==> src/rtl/grs_stage.sv <==
// Operand staging FIFO between operand fetch and the ALU.
// Head operands are zero-gated by grs_en; flush and async reset empty the buffer.
module grs_stage #(
    parameter int unsigned WIDTH = 16,
    parameter int unsigned NOPS  = 2,
    parameter int unsigned DEPTH = 4
) (
    input  logic                         clk,
    input  logic                         rst,
    input  logic                         grs_en,
    input  logic                         flush,
    input  logic                         in_valid,
    output logic                         in_ready,
    input  logic [NOPS*WIDTH-1:0]        in_ops,
    output logic                         out_valid,
    input  logic                         out_ready,
    output logic [NOPS*WIDTH-1:0]        out_ops,
    output logic [$clog2(DEPTH+1)-1:0]   count
);

    localparam int unsigned PW = $clog2(DEPTH);
    localparam int unsigned CW = $clog2(DEPTH+1);
    localparam int unsigned DW = NOPS * WIDTH;

    logic [DW-1:0] mem [DEPTH];
    logic [PW-1:0] wr_ptr_q;
    logic [PW-1:0] rd_ptr_q;
    logic [CW-1:0] count_q;
    logic          push;
    logic          pop;

    // Handshakes depend on registered state only (plus rst/grs_en), never on in_valid.
    always_comb begin
        in_ready  = !rst && (count_q != CW'(DEPTH));
        out_valid = grs_en && (count_q != '0);
        out_ops   = out_valid ? mem[rd_ptr_q] : '0;
        push      = in_valid && in_ready;
        pop       = out_valid && out_ready;
        count     = count_q;
    end

    always_ff @(posedge clk or posedge rst) begin
        if (rst) begin
            wr_ptr_q <= '0;
            rd_ptr_q <= '0;
            count_q  <= '0;
        end else if (flush) begin
            wr_ptr_q <= '0;
            rd_ptr_q <= '0;
            count_q  <= '0;
        end else begin
            if (push) begin
                wr_ptr_q <= wr_ptr_q + PW'(1);
            end
            if (pop) begin
                rd_ptr_q <= rd_ptr_q + PW'(1);
            end
            case ({push, pop})
                2'b10:   count_q <= count_q + CW'(1);
                2'b01:   count_q <= count_q - CW'(1);
                default: count_q <= count_q;
            endcase
        end
    end

    // Storage is intentionally not reset; pointers and count define what is live.
    always_ff @(posedge clk) begin
        if (push && !flush) begin
            mem[wr_ptr_q] <= in_ops;
        end
    end

endmodule

==> config.mk <==
export PLATFORM = sky130hd
export DESIGN_NAME = grs_stage
export DESIGN_NICKNAME = d
export VERILOG_FILES = /design/src/rtl/grs_stage.sv
export SDC_FILE = /design/constraint.sdc
export NUM_CORES = 1
export LEC_CHECK = 0
export ABC_AREA = 1
export CORE_MARGIN = 1
export CORE_UTILIZATION = 40
export DETAILED_ROUTE_END_ITERATION = 8
export GPL_TIMING_DRIVEN = 0
export MAX_ROUTING_LAYER = met4
export PLACE_DENSITY = 0.68
export SETUP_SLACK_MARGIN = 0.4
export SYNTH_ARGS = -nofsm -noshare
export SYNTH_HDL_FRONTEND = slang
export SYNTH_SLANG_ARGS = --single-unit
==> constraint.sdc <==
create_clock -name clk -period 4.37 [get_ports clk]
set_input_delay 1.0925 -clock clk [delete_from_list [all_inputs] [get_ports clk]]
set_output_delay 1.0925 -clock clk [all_outputs]
set_load 0.1 [all_outputs]
# --- Yosys cells after proc, flatten, opt, wreduce, memory -nomap -nowiden ---
# Memory sizes are Yosys's and may differ from the RTL's.
# Index checks and enable logic that the tools add are counted.
classes:
  multipliers: 0
  n_eq_ne: 3
  addsub: 4
  mux: 9
  n_reduce_logical: 11
  n_lt_le_gt_ge: 0
  n_div: 0
  bitwise: 0
  n_shift: 0
ops:
  columns: ["cell", "n"]
  rows:
  - ["$mux 32", 1]
  - ["$mux 2", 4]
  - ["$pmux 3 s2", 1]
  - ["$reduce_bool 3->1", 2]
  - ["$logic_and 1x1->1", 5]
  - ["$add 2x1->2 const B", 2]
  - ["$reduce_bool 2->1", 2]
  - ["$add 3x1->3 const B", 1]
  - ["$mux 3", 1]
  - ["$ne 3x3->1 const B", 1]
  - ["$sub 3x1->3 const B", 1]
  - ["$eq 2x1->1 const B", 1]
  - ["$eq 2x2->1 const B", 1]
  - ["$logic_not 1->1", 2]
  - ["$mux 1", 2]
totals:
  mem_bits_rw: 128
  latch_bits: 0
  mem_count: 1
  elab_cells: 31
  rom_bits: 0
  regBits: 7
mem_list:
  columns: ["name", "words", "width", "read_ports", "rd_clocked_by_memory_dff", "write_ports", "line_no", "source"]
  rows:
  - ["mem", 4, 32, 1, 0, 1, "25", "logic [DW-1:0] mem [DEPTH];"]

# --- Depth between registers and ports, before layout ---
logic_depth:
  word_depth: 6
  depth_mapped: 13

# --- Least setup slack after synthesis ---
# Ideal clock, no wire load.
synth_path:
  path_type: "register to output"
  from: "register count_q[1] (netlist: count[1])"
  to: "output port out_ops[22]"
  path_slack_ns: 0.325
  t_required_ns: 3.278
  path_buffers: 1
  stages_incl_launch_ff: 6
  t_arrival_ns: 2.953
  cell_sequence: "dfrtp_1 > nor2_1 > nand2_2 > nand2_4 > buf_2 > a21oi_1"
synth_via:
  elab_chain_len: 3
synth_lines:
  columns: ["element", "line_no", "source"]
  rows:
  - ["from (decl)", "28", "logic [CW-1:0] count_q;"]
  - ["from (signal assigned)", "59", "2'b10: count_q <= count_q + CW'(1);"]
  - ["from (signal assigned)", "60", "2'b01: count_q <= count_q - CW'(1);"]
  - ["from (signal assigned)", "61", "default: count_q <= count_q;"]
  - ["$reduce_bool 3->1", "35", "out_valid = grs_en && (count_q != '0);"]
  - ["$logic_and 1x1->1", "35", null]
  - ["$mux 32", "36", "out_ops = out_valid ? mem[rd_ptr_q] : '0;"]
  - ["to (decl)", "17", "output logic [NOPS*WIDTH-1:0] out_ops,"]
# Every way passes these cells.

# --- Worst setup path after layout ---
layout_path:
  from: "input port grs_en"
  to: "output port out_valid"
layout_via:
  elab_chain_len: 1
layout_lines:
  columns: ["element", "line_no", "source"]
  rows:
  - ["from (decl)", "10", "input logic grs_en,"]
  - ["$logic_and 1x1->1", "35", null]
  - ["to (decl)", "15", "output logic out_valid,"]
# Every way passes these cells.

==> impl_results.md <==
- Critical Path RT: 3.28 ns
- Count of endpoints failing setup in the final report: 0
- Hold-fix buffers at CTS: 0
- Final core utilization: 54.1%
- Asr flop ratio synth: 5.19%
- Max Freq: 256 MHz
- Total grt overflow: 0
- Cells after synthesis: 445
- Most numerous cell in the Yosys netlist: sky130_fd_sc_hd__nor2_1
- Library cells used by synthesis: 25
- Area taken by multi-input logic gates: 0.00127 sq mm
- IO buf count: 74
- Vias in the first global route: 3697
- Biggest area contributors in the synthesized netlist: sky130_fd_sc_hd__edfxtp_1 (70%), sky130_fd_sc_hd__nor2_1 (9.1%), sky130_fd_sc_hd__o21ai_1 (4.6%)
- Arrival time at the worst endpoint: 2.82 ns
- Initial standard-cell utilization of the core: 41.3%
- Total nets after synthesis: 488
- Wire length of the first global-routing pass: 19500 microns
- Number of buffers created by CTS: 17
- Parity-gate share of the synthesized area counting xor and xnor cells: 0.160%
- Worst Min Path Start: count[1]$_DFFE_PP0P_
- RSZ-0062 raised after global routing: false
- Area of the core: 0.0133 sq mm
- Clock tree from TritonCTS: done
- YS warnings: 0
- Register cell area after layout: 0.00402 sq mm
- Remaining antenna violation count: 0
- Average wire length per cell after detail routing: 16.6 microns
- Skew-Pair Late Insertion Delay: 0.41 ns
- Most frequently used flop master after synthesis: sky130_fd_sc_hd__edfxtp_1
- Max-slew violation count: 0
- Outcome: finished clean
- Most common library cells after synthesis: sky130_fd_sc_hd__nor2_1 (133), sky130_fd_sc_hd__edfxtp_1 (128), sky130_fd_sc_hd__o21ai_1 (50)
- Critical path start-end classification: input pin to primary output
- Final-layout setup total negative slack: 0 ns
- Vias: 3616
- Num rows: 42
- Total number of clock tree sinks: 135
- Signed area change from the synthesized netlist to the final layout: 31.1%
- Boundary pin count: 75
- Mux share of post-synthesis cell area: 0%
- Fraction of synthesized cell area taken by the top area cell type: 70.1%
- Number of antenna violations at the first check in global routing: 0
- Per-instance average area after synthesis: 12.3 sq um
- Chip Height: 119 microns
- Minimum hold slack: 0.635 ns
- Total half-perimeter wirelength after legalization and detailed placement: 7580 microns
- Register area share after synthesis: 73.2%
- Library cell occupying the most area in the post-synthesis netlist: sky130_fd_sc_hd__edfxtp_1
- Count of inserted antenna diode cells: 0
- Vias per Instance: 4.95
- DRT Wirelength: 12200 microns
- Number of remaining DRC errors: 0
- Maximum number of pins on one net before global-route repair: 27
- Largest family of logic cells by synthesized area: simple AND/OR/NAND/NOR gates
- Setup Skew: 0.00889 ns
- Time the final worst path needs with I/O delays and setup: 3.91 ns
- Post-route total power: 0.00326 W
- Number of iterations in the first detailed-routing pass: 6
- Area fraction in and, or, nand and nor cells after synthesis: 12.0%
- Global placement routability congestion: 0.748
- Pwr Density: 453 mW/mm^2
- Initial detailed-routing violation count: 317
- Maximum vdd drop: 0.232 mV
- Share of post-route cells with drive strength above 1: 18.2%
- Clock H-tree levels: 4
- Nature of the critical path endpoint: primary output
- Number of standard cells in the layout, taps in and fillers out: 731
- Reg-to-reg critical path startpoint: count[0]$_DFFE_PP0P_
- Worst setup startpoint: grs_en
- Die width: 119 microns
- Fin. Hold Viols: 0
- Fraction of the mapped netlist area in compound gates: 9.21%
- Worst-path maximum fanout: 10
- Buffer cell driving the clock tree root: sky130_fd_sc_hd__clkbuf_16
- Area enclosed by the die boundary: 0.0142 sq mm
- Worst slew slack as a fraction of its limit: 35.7%
- Type of element launching the critical path: input pin
- Number of enable flip-flop cells after synthesis: 128
- Number of max-cap violations: 0
- Register bit total from synthesis: 135
- Number of buffers between clock root and the deepest sink: 2
- Global routing usage summed across all routing layers: 19.0%
- Reported leakage power: 2.56 nW
- Post-route fraction of the period consumed by the critical path: 89.6%
- Transition time of the tightest slew-check pin: 0.962 ns
- Hold crit path type: flip-flop to flip-flop
- Number of instances in the placed design: 699
- Clock transition at path regs: 0.06 ns
- Final layout net count: 585
- Area share of fa/ha/maj cells after synthesis: 1.28%
- Fill cells: 1128
- Netlist area before placement: 0.00549 sq mm
## path summary, 6_finish.rpt
kind                                           endpoint  slack (ns)  cells past startpoint
max in group asynchronous       wr_ptr_q[1]$_DFFE_PP0P_        3.13                      2
worst max-delay path                          out_valid        0.46                      5
worst max register to register     mem[2][20]$_DFFE_PP_        2.01                      7
worst min register to register     count[1]$_DFFE_PP0P_        0.63                      2
worst min-delay path               count[1]$_DFFE_PP0P_        0.63                      2
min in group asynchronous          count[1]$_DFFE_PP0P_        0.97                      2
## area by class of cell
cell class	instances	area share (%)
well taps	176	3.06
flip-flops and latches	135	55.9
inverters	18	0.939
multi-input cells	267	17.7
repair buffers	78	11.9
plain buffers	25	2.17
clock inverters	13	2.37
clock buffers	19	6.02
## critical path, cell delays in order
cell,delay (ns)
sky130_fd_sc_hd__clkdlybuf4s50_1,0.51
sky130_fd_sc_hd__nand2_4,0.11
sky130_fd_sc_hd__buf_2,0.22
sky130_fd_sc_hd__inv_1,0.08
sky130_fd_sc_hd__clkdlybuf4s15_1,0.81
## cells in the final DEF, fill, tap and decap left out, types with 5 or more instances in the layout
master and count:
sky130_fd_sc_hd__nor2_4 5, sky130_fd_sc_hd__clkbuf_2 5, sky130_fd_sc_hd__a21oi_1 34, sky130_fd_sc_hd__edfxtp_1 128
sky130_fd_sc_hd__nor2_1 129, sky130_fd_sc_hd__buf_6 5, sky130_fd_sc_hd__dfrtp_1 7, sky130_fd_sc_hd__inv_1 14
sky130_fd_sc_hd__nand2_1 11, sky130_fd_sc_hd__o21ai_1 50, sky130_fd_sc_hd__clkdlybuf4s15_2 28, sky130_fd_sc_hd__nand3_1 5
sky130_fd_sc_hd__buf_2 13, sky130_fd_sc_hd__o21ai_0 17, sky130_fd_sc_hd__clkbuf_16 17, sky130_fd_sc_hd__clkdlybuf4s50_1 40
## cell families after synthesis
group / after synthesis
xor+xnor: 1
flops: 135
fa+ha+maj: 5
simple gates: 160
buf+inv: 43
compound gates: 101
## per-stage QoR
stage                     area (sq um)  setup WS, ns
final                             7190         0.456
after floorplan                   5490         0.325
after global routing              7190         0.409
after global placement            6450        -0.902
after detailed placement          6570       -0.0443
after CTS                         7200         0.248
## metal layers
layer	up-vias	global-route usage, %	part of all wire (%)
met3	7	3.26	4.6
met1	1758	24.3	45
li1	1757	-	-
met4	0	6.96	0.59
met5	-	-	0
met2	94	30.5	50
## where the power goes
| group | total [W] | switching, W | internal (W) |
|---|---|---|---|
| logic | 0.000383 | 0.000284 | 0.0000996 |
| registers | 0.00144 | 0.00000765 | 0.00144 |
| clock network | 0.00143 | 0.000530 | 0.000904 |
## sequential cells by signal, summed over array words and instances, names as in the netlist
signal    count
wr_ptr_q      2
mem         128
count         3
rd_ptr_q      2
## timing repair
item                       in CTS  in global routing
gates resized for setup        90                  4
setup buffers                   0                  0
setup endpoints to repair      34                  3
Note: power is estimated with default switching activity, not from simulation.
